$ cat src/rtl/ppl_fetch_pkg.sv
// ----------------------------------------------------------------------------
// ppl_fetch_pkg
// Shared definitions for the instruction-fetch stage of the 5-stage MIPS
// pipeline:
//   - next-PC select encodings driven by decode on pcSrc
//   - fetch FSM state encoding (SEQ = normal, PEND = redirect held across a
//     memory wait)
//   - default bubble instruction word (sll $0,$0,0)
// ----------------------------------------------------------------------------
package ppl_fetch_pkg;

    localparam logic [1:0] PCSRC_SEQ = 2'b00;
    localparam logic [1:0] PCSRC_BR  = 2'b01;
    localparam logic [1:0] PCSRC_JR  = 2'b10;
    localparam logic [1:0] PCSRC_J   = 2'b11;

    typedef enum logic {
        ST_SEQ  = 1'b0,
        ST_PEND = 1'b1
    } fetch_state_e;

    localparam logic [31:0] NOP_INST_DEFAULT = 32'h0000_0000;

endpackage : ppl_fetch_pkg

$ cat src/rtl/ppl_fetch_mux4x32.sv
// ----------------------------------------------------------------------------
// mux4x32
// Plain 4:1 multiplexer on 32-bit words, used for next-PC selection.
// Ports:
//   in0_i..in3_i  input  32  data inputs, selected by sel_i = 0..3
//   sel_i         input  2   select
//   y_o           output 32  selected word
// ----------------------------------------------------------------------------
module mux4x32 (
    input  logic [31:0] in0_i,
    input  logic [31:0] in1_i,
    input  logic [31:0] in2_i,
    input  logic [31:0] in3_i,
    input  logic [1:0]  sel_i,
    output logic [31:0] y_o
);

    always_comb begin
        y_o = in0_i;
        unique case (sel_i)
            2'd0:    y_o = in0_i;
            2'd1:    y_o = in1_i;
            2'd2:    y_o = in2_i;
            default: y_o = in3_i;
        endcase
    end

endmodule : mux4x32

$ cat src/rtl/ppl_fetch.sv
// ----------------------------------------------------------------------------
// ppl_fetch
// Instruction-fetch stage: holds the PC, issues instruction-memory requests
// and owns the IF/ID register (dpc4, dinst). Redirects from decode (branch,
// jr, j/jal) take effect after the architectural delay slot. A wait-stated
// memory produces NOP bubbles; a redirect seen during a wait is parked in
// pend_addr (state PEND) and applied once the delay slot has been fetched.
//
// Ports:
//   clk         input   1   clock, rising edge
//   reset       input   1   synchronous active-high reset
//   branchAddr  input  32   branch target
//   jrAddr      input  32   register-jump target
//   jalAddr     input  32   j/jal target
//   pcSrc       input   2   next-PC select (00 seq, 01 br, 10 jr, 11 j)
//   pcContinue  input   1   0 = decode stall, hold PC and IF/ID
//   imem_req    output  1   fetch request (registered)
//   imem_addr   output 32   fetch address (= PC register)
//   imem_rdata  input  32   instruction word, valid with imem_ready
//   imem_ready  input   1   same-cycle data valid
//   dpc4        output 32   IF/ID pc+4
//   dinst       output 32   IF/ID instruction
//
// Optional build macro FETCH_PERF_CNT_EN adds:
//   cnt_clr     input   1   clear bubble counter (wins over increment)
//   bubble_cnt  output 32   saturating count of NOP bubbles inserted
// ----------------------------------------------------------------------------
module ppl_fetch
    import ppl_fetch_pkg::*;
#(
    parameter logic [31:0] RESET_PC = 32'h0000_0000,
    parameter logic [31:0] NOP_INST = NOP_INST_DEFAULT
) (
    input  logic        clk,
    input  logic        reset,
    input  logic [31:0] branchAddr,
    input  logic [31:0] jrAddr,
    input  logic [31:0] jalAddr,
    input  logic [1:0]  pcSrc,
    input  logic        pcContinue,
    output logic        imem_req,
    output logic [31:0] imem_addr,
    input  logic [31:0] imem_rdata,
    input  logic        imem_ready,
`ifdef FETCH_PERF_CNT_EN
    input  logic        cnt_clr,
    output logic [31:0] bubble_cnt,
`endif
    output logic [31:0] dpc4,
    output logic [31:0] dinst
);

    logic [31:0]  pc_q;
    logic [31:0]  pend_addr_q;
    logic [31:0]  dpc4_q;
    logic [31:0]  dinst_q;
    logic         imem_req_q;
    fetch_state_e state_q;

    logic [31:0]  pc4;
    logic [31:0]  next_pc;
    logic         fire;
    logic         bubble;

    assign pc4    = pc_q + 32'd4;   // wraps modulo 2^32
    assign fire   = imem_req_q & imem_ready;
    assign bubble = pcContinue & ~fire;

    mux4x32 u_next_pc_mux (
        .in0_i (pc4),
        .in1_i (branchAddr),
        .in2_i (jrAddr),
        .in3_i (jalAddr),
        .sel_i (pcSrc),
        .y_o   (next_pc)
    );

    // Stall (pcContinue=0) outranks everything: nothing in this block moves.
    always_ff @(posedge clk) begin
        if (reset) begin
            pc_q        <= RESET_PC;
            pend_addr_q <= 32'h0000_0000;
            dpc4_q      <= RESET_PC + 32'd4;
            dinst_q     <= NOP_INST;
            imem_req_q  <= 1'b0;
            state_q     <= ST_SEQ;
        end else begin
            imem_req_q <= 1'b1;
            if (pcContinue) begin
                dpc4_q <= pc4;
                if (fire) begin
                    // Fetched word is the delay slot when a redirect is taken.
                    dinst_q <= imem_rdata;
                    if (state_q == ST_PEND) begin
                        pc_q    <= pend_addr_q;
                        state_q <= ST_SEQ;
                    end else begin
                        pc_q <= next_pc;
                    end
                end else begin
                    // PC holds so the delay slot is retried; park the redirect.
                    dinst_q <= NOP_INST;
                    if (state_q == ST_SEQ && pcSrc != PCSRC_SEQ) begin
                        pend_addr_q <= next_pc;
                        state_q     <= ST_PEND;
                    end
                end
            end
        end
    end

`ifdef FETCH_PERF_CNT_EN
    logic [31:0] bubble_cnt_q;

    always_ff @(posedge clk) begin
        if (reset || cnt_clr) begin
            bubble_cnt_q <= 32'h0000_0000;
        end else if (bubble && bubble_cnt_q != 32'hFFFF_FFFF) begin
            bubble_cnt_q <= bubble_cnt_q + 32'd1;
        end
    end

    assign bubble_cnt = bubble_cnt_q;
`else
    logic unused_bubble;
    assign unused_bubble = bubble;
`endif

`ifndef SYNTHESIS
    // While a redirect is parked, ID holds a bubble and must not redirect.
    always_ff @(posedge clk) begin
        if (!reset && state_q == ST_PEND) begin
            assert (pcSrc == PCSRC_SEQ)
                else $error("ppl_fetch: redirect received while a redirect is pending");
        end
    end
`endif

    assign imem_req  = imem_req_q;
    assign imem_addr = pc_q;
    assign dpc4      = dpc4_q;
    assign dinst     = dinst_q;

endmodule : ppl_fetch

$ cat config.mk
export PLATFORM = sky130hd
export DESIGN_NAME = ppl_fetch
export DESIGN_NICKNAME = d
export VERILOG_FILES = /design/src/rtl/ppl_fetch_pkg.sv /design/src/rtl/ppl_fetch_mux4x32.sv /design/src/rtl/ppl_fetch.sv
export SDC_FILE = /design/constraint.sdc
export NUM_CORES = 1
export LEC_CHECK = 0
export BUFFER_PORTS_ARGS = -buffer_cell sky130_fd_sc_hd__buf_4
export CAP_MARGIN = 20
export CORE_ASPECT_RATIO = 1.5
export CORE_MARGIN = 2
export CORE_UTILIZATION = 50
export CTS_CLUSTER_SIZE = 14
export DETAILED_ROUTE_END_ITERATION = 16
export PLACE_DENSITY = 0.81
export SYNTH_ARGS = -nofsm -noshare
export SYNTH_HDL_FRONTEND = slang
export SYNTH_HIERARCHICAL = 1
export SYNTH_SLANG_ARGS = --single-unit
export TNS_END_PERCENT = 10
$ cat constraint.sdc
create_clock -name clk -period 2.63 [get_ports clk]
set_input_delay 0.526 -clock clk [delete_from_list [all_inputs] [get_ports clk]]
set_output_delay 0.526 -clock clk [all_outputs]
set_load 0.005 [all_outputs]
==> report_table.html <==
<table>
<tr><th>Metric</th><th>Value</th></tr>
<tr><th colspan="2">Run status</th></tr>
<tr><td>Outcome</td><td>finished clean</td></tr>
<tr><th colspan="2">Setup path</th></tr>
<tr><td>Cell chain of the critical path</td><td>ha_1 -&gt; and3_2 -&gt; nand4_4 -&gt; o31ai_1 -&gt; nand2_1 -&gt; mux4_2 -&gt; mux2i_1 -&gt; a211oi_1</td></tr>
<tr><td>Beginning of the critical path</td><td>imem_addr[3]</td></tr>
<tr><td>Slowest library cell on the worst path</td><td>sky130_fd_sc_hd__mux4_2</td></tr>
<tr><td>Endpoint required time on the critical path</td><td>2.91 ns</td></tr>
<tr><td>Classification of the worst setup path</td><td>reg -&gt; reg</td></tr>
<tr><td>Reg2reg start</td><td>imem_addr[3]</td></tr>
<tr><td>Nature of the critical path endpoint</td><td>register</td></tr>
<tr><td>Startpoint types</td><td>register</td></tr>
<tr><td>Number of buffer and inverter stages on the critical path</td><td>0</td></tr>
<tr><td>WP data arrival</td><td>2.83 ns</td></tr>
<tr><td>Top cell family by delay on the critical path</td><td>simple AND/OR/NAND/NOR gates</td></tr>
<tr><td>Slowest cell delay on critical path</td><td>0.48 ns</td></tr>
<tr><td>Highest net fanout along the worst path</td><td>17</td></tr>
<tr><th colspan="2">Clocking</th></tr>
<tr><td>Clock tree from TritonCTS</td><td>yes</td></tr>
<tr><td>Setup bufs post-CTS</td><td>0</td></tr>
<tr><td>Insertion delay of the later-clocked pin in the worst-skew pair</td><td>0.41 ns</td></tr>
<tr><td>Number of buffers inserted during clock tree synthesis</td><td>17</td></tr>
<tr><td>Clock Tree Root</td><td>sky130_fd_sc_hd__clkbuf_16</td></tr>
<tr><td>Number of sinks on the clock net</td><td>130</td></tr>
<tr><td>Post-cts resize count</td><td>0</td></tr>
<tr><td>Maximum buffer depth of the clock tree</td><td>2</td></tr>
<tr><td>Clock-pin slew on the worst setup and hold paths</td><td>0.06 ns</td></tr>
<tr><td>H-Tree Level Count</td><td>4</td></tr>
<tr><td>Hold-fix buffers, CTS</td><td>0</td></tr>
<tr><th colspan="2">Logic synthesis</th></tr>
<tr><td>Share of the yosys chip area belonging to registers</td><td>41.1%</td></tr>
<tr><td>Syn Nets</td><td>801</td></tr>
<tr><td>Count of warnings emitted by yosys</td><td>6</td></tr>
<tr><td>Post-synth EDFFs</td><td>0</td></tr>
<tr><td>Number of library cell types mapped by synthesis</td><td>49</td></tr>
<tr><td>Fraction of registers with async set/reset</td><td>0%</td></tr>
<tr><td>Avg Cell Area, Syn</td><td>9.50 µm²</td></tr>
<tr><td>Instance count of the mapped netlist</td><td>666</td></tr>
<tr><td>Synth Cell Area</td><td>6330 µm²</td></tr>
<tr><td>Most used flip-flop cell after synthesis</td><td>sky130_fd_sc_hd__dfxtp_1</td></tr>
<tr><td>Post-synthesis register bit count</td><td>130</td></tr>
<tr><th colspan="2">Timing</th></tr>
<tr><td>Slew Viols, Final</td><td>0</td></tr>
<tr><td>Tightest hold margin</td><td>0.345 ns</td></tr>
<tr><td>Maximum clock frequency</td><td>0.392 GHz</td></tr>
<tr><td>Final hold vios</td><td>0</td></tr>
<tr><td>Count of endpoints failing setup in the final report</td><td>0</td></tr>
<tr><td>Worst Clk Skew</td><td>0.00977 ns</td></tr>
<tr><td>Max-slew headroom at the worst pin</td><td>58.3%</td></tr>
<tr><td>Actual slew at the worst max-slew pin</td><td>0.626 ns</td></tr>
<tr><td>Period utilization</td><td>97.1%</td></tr>
<tr><td>Setup repair after global routing missed its margin</td><td>true</td></tr>
<tr><td>Fin crit period</td><td>2.55 ns</td></tr>
<tr><th colspan="2">Placement</th></tr>
<tr><td>Number of cells after detailed placement</td><td>1019</td></tr>
<tr><td>IO buf count</td><td>230</td></tr>
<tr><td>Half-perimeter wire length after placement</td><td>14000 µm</td></tr>
<tr><td>Routability cong.</td><td>0.824</td></tr>
<tr><th colspan="2">Final layout</th></tr>
<tr><td>Area growth syn-to-layout</td><td>38.0%</td></tr>
<tr><td>Number of diodes added for antenna fixing</td><td>0</td></tr>
<tr><td>Fraction of layout instances using a drive strength above 1</td><td>38.0%</td></tr>
<tr><td>Fill cell instance count of the final layout</td><td>912</td></tr>
<tr><td>Multi-input gate area</td><td>3370 µm²</td></tr>
<tr><td>Sequential cell area</td><td>2600 µm²</td></tr>
<tr><td>Number of cells in the finished layout apart from fillers</td><td>1051</td></tr>
<tr><td>Number of nets in the finished design</td><td>1017</td></tr>
<tr><th colspan="2">Drt</th></tr>
<tr><td>Total Wirelength</td><td>19600 µm</td></tr>
<tr><td>Avg Vias per Cell</td><td>5.84</td></tr>
<tr><td>Detailed-router iteration count before antenna repair</td><td>4</td></tr>
<tr><td>Number of nets with antenna violations after routing</td><td>0</td></tr>
<tr><td>Total number of vias</td><td>6143</td></tr>
<tr><td>Average wire length per cell after detail routing</td><td>18.7 µm</td></tr>
<tr><td>First DRT Iteration DRCs</td><td>302</td></tr>
<tr><td>DRC Markers</td><td>0</td></tr>
<tr><th colspan="2">Power</th></tr>
<tr><td>Leak Pwr</td><td>3.70 nW</td></tr>
<tr><td>Pwr Density</td><td>602 nW/µm²</td></tr>
<tr><td>Maximum resistive drop on vdd</td><td>0.466 mV</td></tr>
<tr><th colspan="2">Global route</th></tr>
<tr><td>Overall fraction of global-route tracks in use</td><td>29.1%</td></tr>
<tr><td>Vias in the first global route</td><td>6276</td></tr>
<tr><td>Initial antenna violation count</td><td>0</td></tr>
<tr><td>First-pass GRT wire length</td><td>30700 µm</td></tr>
<tr><td>Aggregate global routing overflow</td><td>0</td></tr>
<tr><td>Pin count of the biggest net entering global routing</td><td>54</td></tr>
<tr><th colspan="2">Worst hold path</th></tr>
<tr><td>Path class of the lowest-slack min-delay path</td><td>in -&gt; reg</td></tr>
<tr><td>Launch point of the worst hold path</td><td>imem_rdata[10]</td></tr>
<tr><th colspan="2">Run</th></tr>
<tr><td>Maximum Capacitance Violations</td><td>0</td></tr>
<tr><th colspan="2">Floorplan</th></tr>
<tr><td># rows</td><td>50</td></tr>
<tr><td>Die extent in y</td><td>142 µm</td></tr>
<tr><td>Die Area</td><td>13600 µm²</td></tr>
<tr><td>Chip Width</td><td>95.9 µm</td></tr>
<tr><td>CORE AREA</td><td>12400 µm²</td></tr>
<tr><td># IOs</td><td>231</td></tr>
<tr><td>Effective utilization at floorplan</td><td>50.8%</td></tr>
</table>
metal layers:
| metal | vias to the layer above | wire [µm] | global-route usage [%] |
|---|---|---|---|
| met4 | 0 | 558 | 12.6 |
| met5 | - | 0 | 0 |
| met1 | 2950 | 7110 | 31.6 |
| met2 | 283 | 10500 | 51.7 |
| li1 | 2865 | - | - |
| met3 | 45 | 1510 | 8.13 |
state kept, by name, indices dropped and copies added, names as in the netlist:
signal and count:
dinst 32, dpc4 32, imem_addr 32, pend_addr_q 32, imem_req 1, state_q 1
worst paths after layout:
path	slack, ns	depth (start not counted)	endpoint
setup reg to reg	0.08	8	imem_addr[28]
hold reg to reg	0.45	2	pend_addr_q[1]
setup / recovery	0.08	8	imem_addr[28]
hold / removal	0.35	3	dinst[10]
report_power, final:
part / switching [W] / internal (W)
logic: 0.000364 / 0.000428
clock network: 0.000874 / 0.00144
registers: 0.0000805 / 0.00207
through the flow:
| step | instance area (µm²) | util [%] | total power, W | TNS (ns) | worst slack [ns] |
|---|---|---|---|---|---|
| after global routing | 8730 | 70.1 | 0.00546 | -0.136 | -0.0445 |
| after detailed placement | 8140 | 65.4 | 0.00297 | 0 | 0.119 |
| after floorplan | 6330 | - | 0.00259 | 0 | 0.349 |
| after global placement | 8140 | 65.4 | 0.00294 | 0 | 0.244 |
| final | 8730 | 70.1 | 0.00525 | 0 | 0.0757 |
| after CTS | 8730 | 70.1 | 0.00528 | 0 | 0.104 |
cell usage after synthesis (10+ instances only):
cell type,number,area share (%)
sky130_fd_sc_hd__clkbuf_1,29,1.7
sky130_fd_sc_hd__nand2_1,91,5.4
sky130_fd_sc_hd__a22oi_1,32,3.8
sky130_fd_sc_hd__mux2i_1,35,5.5
sky130_fd_sc_hd__dfxtp_1,130,41
sky130_fd_sc_hd__mux4_2,30,11
sky130_fd_sc_hd__nand3_1,15,1.2
sky130_fd_sc_hd__a311oi_1,16,2.2
sky130_fd_sc_hd__o21ai_0,10,0.79
sky130_fd_sc_hd__nor2_1,101,6.0
sky130_fd_sc_hd__a211oi_1,32,3.8
sky130_fd_sc_hd__a21oi_1,32,2.5
layout by cell type (no fill, tap or decap), types with 3 or more instances in the layout:
cell	instances
sky130_fd_sc_hd__xor2_1	3
sky130_fd_sc_hd__and4_1	3
sky130_fd_sc_hd__nand2_1	91
sky130_fd_sc_hd__or2_2	3
sky130_fd_sc_hd__or4_1	4
sky130_fd_sc_hd__xnor2_1	9
sky130_fd_sc_hd__mux2i_1	35
sky130_fd_sc_hd__or3_2	3
sky130_fd_sc_hd__mux4_2	30
sky130_fd_sc_hd__buf_12	3
sky130_fd_sc_hd__dfxtp_1	129
sky130_fd_sc_hd__a21oi_1	32
sky130_fd_sc_hd__nor3_1	5
sky130_fd_sc_hd__inv_1	5
sky130_fd_sc_hd__a22oi_1	32
sky130_fd_sc_hd__clkinvlp_4	5
sky130_fd_sc_hd__o21ai_0	9
sky130_fd_sc_hd__clkinv_2	4
sky130_fd_sc_hd__o211a_1	3
sky130_fd_sc_hd__or3_1	5
sky130_fd_sc_hd__a311oi_1	16
sky130_fd_sc_hd__nand3_1	15
sky130_fd_sc_hd__nor2_1	100
sky130_fd_sc_hd__buf_4	252
sky130_fd_sc_hd__or4_4	4
sky130_fd_sc_hd__clkbuf_16	17
sky130_fd_sc_hd__nand4_1	3
sky130_fd_sc_hd__a211oi_1	32
sky130_fd_sc_hd__o31ai_1	7
sky130_fd_sc_hd__o21a_1	5
tightest hold or removal path, delay by kind of cell:
family | cells | cell delay [ns]
AND/OR/NAND/NOR | 1 | 0.07
AO/OA/AOI/OAI | 1 | 0.05
buffers and inverters | 1 | 0.07
cell type report:
type / instances / area share (%)
Tap cell: 156 / 2.24
Timing Repair Buffer: 255 / 22.4
Sequential cell: 130 / 29.8
Clock buffer: 19 / 5.19
Inverter: 6 / 0.258
Clock inverter: 13 / 1.55
Multi-Input combinational cell: 472 / 38.6
cells by family (layout without fill, tap and decap cells):
logic type      Yosys count  after routing  synth area share, %
simple gates            250            250                 18.1
compound gates          142            142                 15.7
flops                   130            130                 41.1
mux                      67             67                 17.0
buf+inv                  64            293                 6.11
xor+xnor                 12             12                 1.66
fa+ha+maj                 1              1                0.198
(Power assumes the default switching activity.)
